--- src/rtl/wifi_rx_pkg.sv ---
// rtl/wifi_rx_pkg.sv - shared constants, state encodings and bin-order helper for the rx fft controller
// Purpose: sample/FFT geometry, pilot bins, FSM state codes, data-subcarrier to FFT-bin mapping.
// Ports: none (package).
package wifi_rx_pkg;

  localparam int SAMPLE_WIDTH = 12;
  localparam int CP_LEN       = 16;
  localparam int N_FFT        = 64;
  localparam int N_DATA       = 48;
  localparam int ADDR_W       = $clog2(N_FFT);
  localparam int BIN_W        = 2 * SAMPLE_WIDTH;

  localparam logic [ADDR_W-1:0] CP_LAST       = ADDR_W'(CP_LEN - 1);
  localparam logic [ADDR_W-1:0] N_LAST        = ADDR_W'(N_FFT - 1);
  localparam logic [ADDR_W-1:0] N_DATA_K      = ADDR_W'(N_DATA);
  localparam logic [ADDR_W-1:0] DATA_LAST     = ADDR_W'(N_DATA - 1);
  localparam logic [ADDR_W-1:0] HALF_DATA     = ADDR_W'(N_DATA / 2);

  // Pilot bins in natural FFT order: +7, +21, -21 (bin 43), -7 (bin 57)
  localparam logic [ADDR_W-1:0] PILOT_BIN_0   = ADDR_W'(7);
  localparam logic [ADDR_W-1:0] PILOT_BIN_1   = ADDR_W'(21);
  localparam logic [ADDR_W-1:0] PILOT_BIN_2   = ADDR_W'(43);
  localparam logic [ADDR_W-1:0] PILOT_BIN_3   = ADDR_W'(57);
  // Subcarrier -26 lands in bin 38
  localparam logic [ADDR_W-1:0] NEG_FIRST_BIN = ADDR_W'(38);

  localparam logic [1:0] I_IDLE = 2'd0;
  localparam logic [1:0] I_CP   = 2'd1;
  localparam logic [1:0] I_LOAD = 2'd2;

  localparam logic [0:0] O_WRITE = 1'b0;
  localparam logic [0:0] O_READ  = 1'b1;

  // Data subcarrier k (0..47) to FFT bin: first half walks bins 38..63,
  // second half walks 1..26, each stepping over its two pilot bins.
  function automatic logic [ADDR_W-1:0] data_bin(input logic [ADDR_W-1:0] k);
    logic [ADDR_W-1:0] b;
    if (k < HALF_DATA) begin
      b = NEG_FIRST_BIN + k;
      if (b >= PILOT_BIN_2) b = b + ADDR_W'(1);
      if (b >= PILOT_BIN_3) b = b + ADDR_W'(1);
    end else begin
      b = k - HALF_DATA + ADDR_W'(1);
      if (b >= PILOT_BIN_0) b = b + ADDR_W'(1);
      if (b >= PILOT_BIN_1) b = b + ADDR_W'(1);
    end
    return b;
  endfunction

endpackage

--- src/rtl/wifi_rx_fft_controller_if.sv ---
// rtl/wifi_rx_fft_controller_if.sv - sample, FFT and demapper signal bundle of the rx fft controller
// Purpose: groups every non-clock/reset signal of the controller.
// Ports: rx_* / valid_in / sym_start / last_symbol (sync side), fft_in_* / fft_abort (to FFT),
//        fft_out_* (from FFT), demap_ready / sym_* / valid_out / sub_idx / last_out / overflow (demapper side).
// Modports: slave = controller view, master = surrounding environment view.
interface wifi_rx_fft_controller_if;
  import wifi_rx_pkg::*;

  logic [SAMPLE_WIDTH-1:0] rx_re;
  logic [SAMPLE_WIDTH-1:0] rx_im;
  logic                    valid_in;
  logic                    sym_start;
  logic                    last_symbol;
  logic [SAMPLE_WIDTH-1:0] fft_in_re;
  logic [SAMPLE_WIDTH-1:0] fft_in_im;
  logic                    fft_in_valid;
  logic                    fft_in_first;
  logic                    fft_abort;
  logic [SAMPLE_WIDTH-1:0] fft_out_re;
  logic [SAMPLE_WIDTH-1:0] fft_out_im;
  logic                    fft_out_valid;
  logic                    demap_ready;
  logic [SAMPLE_WIDTH-1:0] sym_re;
  logic [SAMPLE_WIDTH-1:0] sym_im;
  logic                    valid_out;
  logic [5:0]              sub_idx;
  logic                    last_out;
  logic                    overflow;

  modport slave (
    input  rx_re, rx_im, valid_in, sym_start, last_symbol,
    input  fft_out_re, fft_out_im, fft_out_valid, demap_ready,
    output fft_in_re, fft_in_im, fft_in_valid, fft_in_first, fft_abort,
    output sym_re, sym_im, valid_out, sub_idx, last_out, overflow
  );

  modport master (
    output rx_re, rx_im, valid_in, sym_start, last_symbol,
    output fft_out_re, fft_out_im, fft_out_valid, demap_ready,
    input  fft_in_re, fft_in_im, fft_in_valid, fft_in_first, fft_abort,
    input  sym_re, sym_im, valid_out, sub_idx, last_out, overflow
  );

endinterface

--- src/rtl/wifi_rx_bin_buffer.sv ---
// rtl/wifi_rx_bin_buffer.sv - 64-entry FFT bin store, one write port, one registered read port
// Purpose: holds one symbol of FFT bins {re, im} while the data subcarriers are re-ordered out.
// Ports: clk, reset (async, active-high; clears only the read register), wr_en/wr_addr/wr_data,
//        rd_en/rd_addr (read issued), rd_data (valid the cycle after rd_en, held otherwise).
module wifi_rx_bin_buffer
  import wifi_rx_pkg::*;
(
  input  logic              clk,
  input  logic              reset,
  input  logic              wr_en,
  input  logic [ADDR_W-1:0] wr_addr,
  input  logic [BIN_W-1:0]  wr_data,
  input  logic              rd_en,
  input  logic [ADDR_W-1:0] rd_addr,
  output logic [BIN_W-1:0]  rd_data
);

  logic [BIN_W-1:0] mem_q [N_FFT];
  logic [BIN_W-1:0] rd_data_q;
  logic [BIN_W-1:0] rd_data_d;

  always_ff @(posedge clk) begin
    if (wr_en) mem_q[wr_addr] <= wr_data;
  end

  // Read data holds while rd_en is low so a stalled output beat stays stable.
  always_comb begin
    rd_data_d = rd_data_q;
    if (rd_en) rd_data_d = mem_q[rd_addr];
  end

  always_ff @(posedge clk or posedge reset) begin
    if (reset) rd_data_q <= '0;
    else       rd_data_q <= rd_data_d;
  end

  assign rd_data = rd_data_q;

endmodule

--- src/rtl/wifi_rx_fft_controller.sv ---
// rtl/wifi_rx_fft_controller.sv - strips cyclic prefix into the FFT and re-orders FFT bins to data subcarriers
// Purpose: input FSM (I_IDLE/I_CP/I_LOAD) forwards 64-sample symbol bodies to the FFT; output FSM
//          (O_WRITE/O_READ) buffers 64 bins and emits the 48 data subcarriers under demap_ready.
// Ports: clk, reset (async, active-high), bus (wifi_rx_fft_controller_if.slave, all data/handshake).
module wifi_rx_fft_controller
  import wifi_rx_pkg::*;
(
  input  logic                    clk,
  input  logic                    reset,
  wifi_rx_fft_controller_if.slave bus
);

  // ---------------- input side ----------------
  logic [1:0]        in_state_q, in_state_d;
  logic [ADDR_W-1:0] in_cnt_q, in_cnt_d;
  logic              in_last_q, in_last_d;
  logic              flag_push;
  logic              fft_sample;

  always_comb begin
    in_state_d = in_state_q;
    in_cnt_d   = in_cnt_q;
    in_last_d  = in_last_q;
    flag_push  = 1'b0;
    if (bus.valid_in) begin
      if (bus.sym_start) begin
        // Start or resync: this sample is CP sample 0, so the count resumes at 1.
        in_state_d = I_CP;
        in_cnt_d   = ADDR_W'(1);
        in_last_d  = bus.last_symbol;
      end else begin
        case (in_state_q)
          I_CP: begin
            if (in_cnt_q == CP_LAST) begin
              in_state_d = I_LOAD;
              in_cnt_d   = '0;
            end else begin
              in_cnt_d = in_cnt_q + ADDR_W'(1);
            end
          end
          I_LOAD: begin
            if (in_cnt_q == N_LAST) begin
              flag_push  = 1'b1;
              in_cnt_d   = '0;
              in_state_d = in_last_q ? I_IDLE : I_CP;
            end else begin
              in_cnt_d = in_cnt_q + ADDR_W'(1);
            end
          end
          default: ;
        endcase
      end
    end
  end

  always_ff @(posedge clk or posedge reset) begin
    if (reset) begin
      in_state_q <= I_IDLE;
      in_cnt_q   <= '0;
      in_last_q  <= 1'b0;
    end else begin
      in_state_q <= in_state_d;
      in_cnt_q   <= in_cnt_d;
      in_last_q  <= in_last_d;
    end
  end

  // A sym_start sample is always a CP sample, never part of the body.
  assign fft_sample       = (in_state_q == I_LOAD) && bus.valid_in && !bus.sym_start;
  assign bus.fft_in_valid = fft_sample;
  assign bus.fft_in_first = fft_sample && (in_cnt_q == '0);
  assign bus.fft_in_re    = fft_sample ? bus.rx_re : '0;
  assign bus.fft_in_im    = fft_sample ? bus.rx_im : '0;
  assign bus.fft_abort    = (in_state_q == I_LOAD) && bus.valid_in && bus.sym_start;

  // ---------------- last-flag FIFO (2 entries) ----------------
  logic       fifo0_q, fifo0_d, fifo1_q, fifo1_d;
  logic [1:0] fifo_cnt_q, fifo_cnt_d;
  logic       flag_pop;
  logic       pop_ok;
  logic       fifo_head;

  assign pop_ok    = flag_pop && (fifo_cnt_q != 2'd0);
  assign fifo_head = (fifo_cnt_q != 2'd0) ? fifo0_q : 1'b0;

  always_comb begin
    fifo0_d    = fifo0_q;
    fifo1_d    = fifo1_q;
    fifo_cnt_d = fifo_cnt_q;
    if (pop_ok && flag_push) begin
      if (fifo_cnt_q == 2'd1) begin
        fifo0_d = in_last_q;
      end else begin
        fifo0_d = fifo1_q;
        fifo1_d = in_last_q;
      end
    end else if (pop_ok) begin
      fifo0_d    = fifo1_q;
      fifo_cnt_d = fifo_cnt_q - 2'd1;
    end else if (flag_push) begin
      if (fifo_cnt_q == 2'd0) fifo0_d = in_last_q;
      else                    fifo1_d = in_last_q;
      if (fifo_cnt_q != 2'd2) fifo_cnt_d = fifo_cnt_q + 2'd1;
    end
  end

  always_ff @(posedge clk or posedge reset) begin
    if (reset) begin
      fifo0_q    <= 1'b0;
      fifo1_q    <= 1'b0;
      fifo_cnt_q <= 2'd0;
    end else begin
      fifo0_q    <= fifo0_d;
      fifo1_q    <= fifo1_d;
      fifo_cnt_q <= fifo_cnt_d;
    end
  end

  // ---------------- output side ----------------
  logic [0:0]        out_state_q, out_state_d;
  logic [ADDR_W-1:0] wr_cnt_q, wr_cnt_d;
  logic [ADDR_W-1:0] rd_k_q, rd_k_d;
  logic              valid_out_q, valid_out_d;
  logic [5:0]        sub_idx_q, sub_idx_d;
  logic              last_out_q, last_out_d;
  logic              flag_q, flag_d;
  logic              overflow_q, overflow_d;
  logic              buf_wr_en, buf_rd_en;
  logic [ADDR_W-1:0] buf_rd_addr;
  logic [BIN_W-1:0]  buf_rd_data;

  always_comb begin
    out_state_d = out_state_q;
    wr_cnt_d    = wr_cnt_q;
    rd_k_d      = rd_k_q;
    valid_out_d = valid_out_q;
    sub_idx_d   = sub_idx_q;
    last_out_d  = last_out_q;
    flag_d      = flag_q;
    overflow_d  = overflow_q;
    buf_wr_en   = 1'b0;
    buf_rd_en   = 1'b0;
    buf_rd_addr = data_bin(rd_k_q);
    flag_pop    = 1'b0;
    if (out_state_q == O_WRITE) begin
      if (bus.fft_out_valid) begin
        buf_wr_en = 1'b1;
        if (wr_cnt_q == N_LAST) begin
          wr_cnt_d    = '0;
          flag_pop    = 1'b1;
          flag_d      = fifo_head;
          rd_k_d      = '0;
          out_state_d = O_READ;
        end else begin
          wr_cnt_d = wr_cnt_q + ADDR_W'(1);
        end
      end
    end else begin
      if (bus.fft_out_valid) overflow_d = 1'b1;
      // The output register may load when empty or when its beat is being taken.
      if (!valid_out_q || bus.demap_ready) begin
        if (rd_k_q != N_DATA_K) begin
          buf_rd_en   = 1'b1;
          valid_out_d = 1'b1;
          sub_idx_d   = rd_k_q;
          last_out_d  = flag_q && (rd_k_q == DATA_LAST);
          rd_k_d      = rd_k_q + ADDR_W'(1);
        end else begin
          // Sub-index 47 is transferring now; the symbol is done.
          valid_out_d = 1'b0;
          last_out_d  = 1'b0;
          out_state_d = O_WRITE;
        end
      end
    end
  end

  always_ff @(posedge clk or posedge reset) begin
    if (reset) begin
      out_state_q <= O_WRITE;
      wr_cnt_q    <= '0;
      rd_k_q      <= '0;
      valid_out_q <= 1'b0;
      sub_idx_q   <= '0;
      last_out_q  <= 1'b0;
      flag_q      <= 1'b0;
      overflow_q  <= 1'b0;
    end else begin
      out_state_q <= out_state_d;
      wr_cnt_q    <= wr_cnt_d;
      rd_k_q      <= rd_k_d;
      valid_out_q <= valid_out_d;
      sub_idx_q   <= sub_idx_d;
      last_out_q  <= last_out_d;
      flag_q      <= flag_d;
      overflow_q  <= overflow_d;
    end
  end

  wifi_rx_bin_buffer u_bin_buffer (
    .clk     (clk),
    .reset   (reset),
    .wr_en   (buf_wr_en),
    .wr_addr (wr_cnt_q),
    .wr_data ({bus.fft_out_re, bus.fft_out_im}),
    .rd_en   (buf_rd_en),
    .rd_addr (buf_rd_addr),
    .rd_data (buf_rd_data)
  );

  assign bus.sym_re    = buf_rd_data[BIN_W-1:SAMPLE_WIDTH];
  assign bus.sym_im    = buf_rd_data[SAMPLE_WIDTH-1:0];
  assign bus.valid_out = valid_out_q;
  assign bus.sub_idx   = sub_idx_q;
  assign bus.last_out  = last_out_q;
  assign bus.overflow  = overflow_q;

endmodule

--- src/flat_wrapper.sv ---
// flat-port wrapper written by rule: the top's interface ports become plain ports
module wifi_rx_fft_controller_flat import wifi_rx_pkg::*;
  (clk, reset, bus_rx_re, bus_rx_im, bus_valid_in, bus_sym_start, bus_last_symbol, bus_fft_out_re, bus_fft_out_im, bus_fft_out_valid, bus_demap_ready, bus_fft_in_re, bus_fft_in_im, bus_fft_in_valid, bus_fft_in_first, bus_fft_abort, bus_sym_re, bus_sym_im, bus_valid_out, bus_sub_idx, bus_last_out, bus_overflow);
  wifi_rx_fft_controller_if bus_i ();
  input  logic clk;
  input  logic reset;
  input wire logic [$bits(bus_i.rx_re)-1:0] bus_rx_re;
  input wire logic [$bits(bus_i.rx_im)-1:0] bus_rx_im;
  input wire logic [$bits(bus_i.valid_in)-1:0] bus_valid_in;
  input wire logic [$bits(bus_i.sym_start)-1:0] bus_sym_start;
  input wire logic [$bits(bus_i.last_symbol)-1:0] bus_last_symbol;
  input wire logic [$bits(bus_i.fft_out_re)-1:0] bus_fft_out_re;
  input wire logic [$bits(bus_i.fft_out_im)-1:0] bus_fft_out_im;
  input wire logic [$bits(bus_i.fft_out_valid)-1:0] bus_fft_out_valid;
  input wire logic [$bits(bus_i.demap_ready)-1:0] bus_demap_ready;
  output wire logic [$bits(bus_i.fft_in_re)-1:0] bus_fft_in_re;
  output wire logic [$bits(bus_i.fft_in_im)-1:0] bus_fft_in_im;
  output wire logic [$bits(bus_i.fft_in_valid)-1:0] bus_fft_in_valid;
  output wire logic [$bits(bus_i.fft_in_first)-1:0] bus_fft_in_first;
  output wire logic [$bits(bus_i.fft_abort)-1:0] bus_fft_abort;
  output wire logic [$bits(bus_i.sym_re)-1:0] bus_sym_re;
  output wire logic [$bits(bus_i.sym_im)-1:0] bus_sym_im;
  output wire logic [$bits(bus_i.valid_out)-1:0] bus_valid_out;
  output wire logic [$bits(bus_i.sub_idx)-1:0] bus_sub_idx;
  output wire logic [$bits(bus_i.last_out)-1:0] bus_last_out;
  output wire logic [$bits(bus_i.overflow)-1:0] bus_overflow;
  assign bus_i.rx_re = bus_rx_re;
  assign bus_i.rx_im = bus_rx_im;
  assign bus_i.valid_in = bus_valid_in;
  assign bus_i.sym_start = bus_sym_start;
  assign bus_i.last_symbol = bus_last_symbol;
  assign bus_i.fft_out_re = bus_fft_out_re;
  assign bus_i.fft_out_im = bus_fft_out_im;
  assign bus_i.fft_out_valid = bus_fft_out_valid;
  assign bus_i.demap_ready = bus_demap_ready;
  assign bus_fft_in_re = bus_i.fft_in_re;
  assign bus_fft_in_im = bus_i.fft_in_im;
  assign bus_fft_in_valid = bus_i.fft_in_valid;
  assign bus_fft_in_first = bus_i.fft_in_first;
  assign bus_fft_abort = bus_i.fft_abort;
  assign bus_sym_re = bus_i.sym_re;
  assign bus_sym_im = bus_i.sym_im;
  assign bus_valid_out = bus_i.valid_out;
  assign bus_sub_idx = bus_i.sub_idx;
  assign bus_last_out = bus_i.last_out;
  assign bus_overflow = bus_i.overflow;
  wifi_rx_fft_controller u_core (.clk(clk), .reset(reset), .bus(bus_i));
endmodule
--- config.mk ---
export PLATFORM = sky130hd
export DESIGN_NAME = wifi_rx_fft_controller_flat
export DESIGN_NICKNAME = d
export VERILOG_FILES = /design/src/rtl/wifi_rx_pkg.sv /design/src/rtl/wifi_rx_fft_controller_if.sv /design/src/rtl/wifi_rx_bin_buffer.sv /design/src/rtl/wifi_rx_fft_controller.sv /design/src/flat_wrapper.sv
export SDC_FILE = /design/constraint.sdc
export NUM_CORES = 2
export LEC_CHECK = 0
export ABC_AREA = 1
export BUFFER_PORTS_ARGS = -buffer_cell sky130_fd_sc_hd__buf_4
export CAP_MARGIN = 0
export CORE_ASPECT_RATIO = 1.5
export CORE_MARGIN = 2
export CORE_UTILIZATION = 57
export CTS_CLUSTER_SIZE = 20
export DETAILED_ROUTE_END_ITERATION = 10
export PLACE_DENSITY = 0.76
export SYNTH_ARGS = -nofsm -noshare
export SYNTH_HDL_FRONTEND = slang
export SYNTH_SLANG_ARGS = --single-unit
export TNS_END_PERCENT = 5
--- constraint.sdc ---
create_clock -name clk -period 3.71 [get_ports clk]
set_clock_uncertainty 0.15 [all_clocks]
set_input_delay 0.1855 -clock clk [delete_from_list [all_inputs] [get_ports clk]]
set_output_delay 0.1855 -clock clk [all_outputs]
set_load 0.03 [all_outputs]
# Word level (Yosys, flattened, before mapping)
# Memory sizes are Yosys's and may differ from the RTL's. A register that Yosys moved wholly into a read port is not among the register bits.
# Index checks and enable logic that the tools add are counted.
dict set report totals {
  ram_bits 1536
  memories 1
  ff_bits 36
  inputBits 55
  wordCells 138
}
# memory depth width rd rd_clocked_by_memory_dff wr line_no
set mem_list {}
lappend mem_list {u_core.u_bin_buffer.mem_q 64 24 1 1 1 wifi_rx_bin_buffer.sv:18} ;# logic [BIN_W-1:0] mem_q [N_FFT];
dict set report op_classes {
  addsub 12
  magnitude_cmp 5
  n_eq_ne 16
  n_reduce_logical 33
  bitwise 2
  mux 55
}
# op count
set op_table {}
lappend op_table {{two-way mux 6 bit} 16}
lappend op_table {{adder 6 x 1 -> 6 bit (second input constant)} 8}
lappend op_table {{two-way mux 1 bit} 29}
lappend op_table {{two-way mux 12 bit} 2}
lappend op_table {{equality test 6 bit (second input constant)} 3}
lappend op_table {{>= comparator 6 bit (second input constant)} 2}
lappend op_table {{two-way mux 2 bit} 6}
lappend op_table {{one-hot mux 6 bit (2 select lines)} 1}
lappend op_table {{AND reduction 2 bit} 6}
lappend op_table {{AND reduction 4 bit} 3}
lappend op_table {{nonzero test 2 bit} 6}
lappend op_table {{inequality test 2 bit (second input constant)} 5}
lappend op_table {{AND reduction 3 bit} 3}
lappend op_table {{nonzero test 3 bit} 3}
lappend op_table {{logical AND 1 bit} 7}
lappend op_table {{adder 6 bit (first input constant)} 1}
lappend op_table {{equality test 6 x 4 -> 1 bit (second input constant)} 1}
lappend op_table {{>= comparator 6 x 3 -> 1 bit (second input constant)} 1}
lappend op_table {{>= comparator 6 x 5 -> 1 bit (second input constant)} 1}
lappend op_table {{zero test 6 bit} 1}
lappend op_table {{< comparator 6 x 5 -> 1 bit (second input constant)} 1}
lappend op_table {{inequality test 3 x 2 -> 1 bit (second input constant)} 2}
lappend op_table {{inequality test 6 bit (second input constant)} 1}
lappend op_table {{subtractor 6 x 5 -> 6 bit (second input constant)} 1}
lappend op_table {{other kinds (10)} 13}

# Depth between registers and ports, before layout
dict set report depth {
  depth_word 8
  ltp_mapped 33
  depth_no_buf 31
}

# Hierarchy
# Synthesis repeated with hierarchy kept, for this count alone.
dict set report hier_totals {
  hier_cells 5650
  hier_area_um2 65878.2
}
# mod seq_area_each_um2 cells_each area_each_um2 instances
set modules_own_cells {}
lappend modules_own_cells {wifi_rx_bin_buffer 46724.8 5213 63006.7 1}
lappend modules_own_cells {wifi_rx_fft_controller 900.9 437 2871.5 1}

# Worst setup path after synthesis
# No wires, ideal clock.
dict set report synth_path {
  path_kind {flip-flop to flip-flop}
  from {reg u_core.rd_k_q[0]}
  to {reg u_core.u_bin_buffer.rd_data_q[14], in the netlist u_core.u_bin_buffer.rd_data[14], read port of u_core.u_bin_buffer.mem_q}
  path_buffers 3
  synth_period_minus_slack_ns 3.688
  stages_incl_launch_ff 30
  t_required_ns 3.443
  arrival_ns 3.421
  path_slack_ns 0.022
  setup_ns 0.117
  path_cell_list {dfrtp_1 -> buf_4 -> inv_1 -> ha_1 -> nand3_2 -> nand2_1 -> nor2_1 -> nand2_1 -> nand2_1 -> xor2_1 -> inv_1 -> ha_1 -> nand2_1 -> nand3_1 -> nor2_1 -> nand2_2 -> nand2_2 -> nand2_1 -> nand3_2 -> buf_2 -> clkbuf_1 -> nand3_1 -> nand3_1 -> nand3_1 -> nand3_1 -> nand3_1 -> nand3_1 -> nand2_1 -> nand2_1 -> nand2_1}
}
dict set report synth_via {
  elab_chain_cells 8
}
# item line_no
set synth_rtl {}
lappend synth_rtl {{from (decl)} wifi_rx_fft_controller.sv:122} ;# logic [ADDR_W-1:0] rd_k_q, rd_k_d;
lappend synth_rtl {{from (signal assigned)} wifi_rx_fft_controller.sv:191} ;# rd_k_q <= rd_k_d;
lappend synth_rtl {{subtractor 6 x 5 -> 6 bit} wifi_rx_pkg.sv:43} ;# b = k - HALF_DATA + ADDR_W'(1);
lappend synth_rtl {{adder 6 x 1 -> 6 bit} wifi_rx_pkg.sv:43}
lappend synth_rtl {{adder 6 x 1 -> 6 bit or >= comparator 6 x 3 -> 1 bit (tied branches)} wifi_rx_pkg.sv:44} ;# if (b >= PILOT_BIN_0) b = b + ADDR_W'(1);
lappend synth_rtl {{two-way mux 6 bit} wifi_rx_pkg.sv:44}
lappend synth_rtl {{two-way mux 6 bit} wifi_rx_pkg.sv:38} ;# if (k < HALF_DATA) begin
lappend synth_rtl {{adder 6 x 1 -> 6 bit or >= comparator 6 x 5 -> 1 bit (tied branches)} wifi_rx_pkg.sv:45} ;# if (b >= PILOT_BIN_1) b = b + ADDR_W'(1);
lappend synth_rtl {{two-way mux 6 bit} wifi_rx_pkg.sv:45}
lappend synth_rtl {{two-way mux 6 bit} wifi_rx_pkg.sv:38}
lappend synth_rtl {{to (decl)} wifi_rx_bin_buffer.sv:19} ;# logic [BIN_W-1:0] rd_data_q;
# Several ways; a longest one is shown, not always the timed one. The select of a mux whose other input is x is not followed.
# A chain may end at the register's enable or synchronous reset.

# Worst setup path after layout
dict set report layout_path {
  from {reg u_core.rd_k_q[2]}
  to {reg u_core.u_bin_buffer.rd_data_q[1], in the netlist u_core.u_bin_buffer.rd_data[1], read port of u_core.u_bin_buffer.mem_q}
}
# Same word-level chain as after synthesis.

==> results.yml <==
synth:
  synth_flop_cell: "edfxtp_1"
  synth_nets: 6630
  synth-seq-cells: 1596
  synth_cell_type_count: 42
  synth_warnings: 0
  synth-edff-count: 1536
  ys_top_cells_by_count: "nand3_1, edfxtp_1, nand2_1"
  syn_avg_cell_area_um2: 10.91
  synthCells: 6554
  yosysTopAreaCellShare: 0.6451
  synth_area_um2: 71500
  synth_area_leaders: "edfxtp_1, nand3_1, nand3b_1"
  synth-seq-area-share: 0.6660
  synth.most_common_cell: "nand3_1"
  async_flop_share: 0.03759
  synth_top_cell_by_area: "edfxtp_1"
place:
  placedInstanceArea_um2: 77320
  hpwl_mm: 127.6
  placed_cells: 8318
  portBuffers: 114
  pre_cts_ws_ps: -1022
  gp_congestion: 0.9455
routing:
  via_per_inst: 6.249
  first_iter_violations: 7981
  num_vias: 54435
  first_pass_iters: 9
  drc: 0
  wire_per_inst_um: 26.20
  ant_nets: 0
  wirelength_mm: 228.2
clock_tree:
  clock_latency_ps: 790
  cts_root_buf: "clkbuf_16"
  cts_sinks: 1596
  cts-buffers-inserted: 144
  clk_pin_slew_worst_paths_ps: 70
  clockBufferDepth: 3
  cts_tree: "done"
  htree_num_levels: 4
global_routing:
  grt_max_degree: 65
  grt_remaining_overflow: 0
  antenna_found_initial: 10
  grt_pass1_wl_mm: 328.9
  grt_pass1_vias: 53222
  grt_usage: 0.3473
timing:
  setup_viol: 24
  tightest_slew_ps: 936.5
  slew-limit-headroom: 0.3757
  fmaxAchievable_mhz: 226.3
  rsz0062_at_grt: "true"
  drv_slew: 0
  post-route-period-util: 1.191
  final_hold_viol_count: 0
  setup_ws_ps: -708.0
  period_needed_ps: 4418
die:
  die_h_um: 437.8
  row_count: 159
  dieWidth_um: 293.2
  start_util: 0.5723
  dieArea_um2: 128400
  ios: 115
  core_area_um2: 124900
finish:
  final_area_um2: 85790
  final_cells: 8711
  area_delta_synth_final_pct: 19.98
  fin_util: 0.6867
  drive_gt1_frac: 0.1686
  layout.nets: 7057
worst_setup_path:
  critPathRequiredTime_ps: 4240
  r2r_slack_ps: -710
  crit_fanout: 18
  end_kind: "register"
  worst_path_most_repeated_cell: "nand2_1"
  start_kind: "register"
  critPathTopFamily: "simple AND/OR/NAND/NOR gates"
  crit_slowest_cell: "dfrtp_1"
  crit_type: "reg -> reg"
  crit_arrival_ps: 4950
  max_stage_delay_ps: 410
  worst-path-buf-inv: 8
job:
  maxCapViolCount: 0
run_status:
  status: "complete, but fails checks"
  violations: "setup timing"
worst_hold_path:
  hold_class: "in -> async"
-- worst paths after layout --
check | depth (start not counted) | end | startpoint
setup reg to reg | 30 | u_core.u_bin_buffer.rd_data[1]$_DFFE_PP0P_ | u_core.rd_k_q[2]$_DFFE_PP0P_
hold reg to reg | 1 | u_core.bus.overflow$_DFFE_PP0P_ | u_core.bus.overflow$_DFFE_PP0P_
setup / recovery | 30 | u_core.u_bin_buffer.rd_data[1]$_DFFE_PP0P_ | u_core.rd_k_q[2]$_DFFE_PP0P_
max in group asynchronous | 4 | u_core.u_bin_buffer.rd_data[12]$_DFFE_PP0P_ | reset
hold / removal | 3 | u_core.bus.sub_idx[4]$_DFFE_PP0P_ | reset
min in group clk | 5 | u_core.bus.valid_out$_DFFE_PP0P_ | bus_demap_ready
-- metal layers --
metal	wire, µm	track usage	up-vias
met1	72890	0.4004	25982
li1	-	-	23276
met4	20370	0.2531	12
met3	26220	0.07808	1106
met2	108700	0.5721	4059
met5	83	0	-
-- tightest hold or removal path, cell delays in order --
cell and delay (ps):
dlygate4sd3_1 540, buf_4 140, inv_2 620
-- cells in the final DEF, fill, tap and decap left out, types with 59 or more instances in the layout --
cell,Yosys,layout
buf_12,0,99
buf_4,23,472
clkbuf_16,0,159
dfrtp_1,60,59
edfxtp_1,1536,1536
inv_1,942,938
nand2_1,1072,1061
nand3_1,1665,1492
nand3_2,4,147
nand3b_1,572,572
nor2_1,131,67
nor2_2,3,66
-- stage by stage --
stage,TNS (ps),hold slack (ps)
global route,-19530,53.94
global placement,-21330,251.4
floorplan,0,134.4
CTS,-12440,4.365
finish,-14880,2.785
detailed placement,-20080,257.9
-- registers in the layout, summed over array words and instances (netlist names) --
name                         cells
u_core.bus.valid_out             1
u_core.fifo1_q                   1
u_core.in_state_q                2
u_core.out_state_q               1
u_core.fifo0_q                   1
u_core.in_last_q                 1
u_core.u_bin_buffer.rd_data     24
u_core.bus.sub_idx               6
u_core.bus.last_out              1
u_core.flag_q                    1
u_core.in_cnt_q                  6
u_core.fifo_cnt_q                2
u_core.u_bin_buffer.mem_q     1536
u_core.bus.overflow              1
u_core.wr_cnt_q                  6
u_core.rd_k_q                    6
-- cell families after synthesis --
| kind of cell | count (synthesis) | share of synthesized area |
|---|---|---|
| adder cells (fa/ha/maj) | 21 | 0.003675 |
| flip-flops | 1596 | 0.6660 |
| AND/OR/NAND/NOR | 3479 | 0.2435 |
| multiplexers | 1 | 0.0001575 |
| AO/OA/AOI/OAI | 61 | 0.004900 |
| XOR/XNOR | 11 | 0.001452 |
| buffers and inverters | 1385 | 0.08025 |
-- repair_timing --
action                                   CTS  global route
pin swaps                                 25            33
endpoints found under the setup margin    24            24
cloned                                    33            10
buffers inserted                          36            18
endpoints found under the hold margin   1586             0
gates resized for setup                  235           105
hold buffers                              34             0
-- layout make-up --
class | count | area (µm²)
flip-flops and latches | 1596 | 47630
fillers | 8360 | 39140
multi-input cells | 3574 | 19590
repair buffers | 708 | 8217
clock buffers | 175 | 3866
inverters | 957 | 3616
well taps | 1610 | 2014
clock inverters | 89 | 852.1
diodes | 2 | 5.005
Power is left out: the tool's default activity adds up to more than one toggle a clock period on the data nets, which glitch-free logic cannot reach.
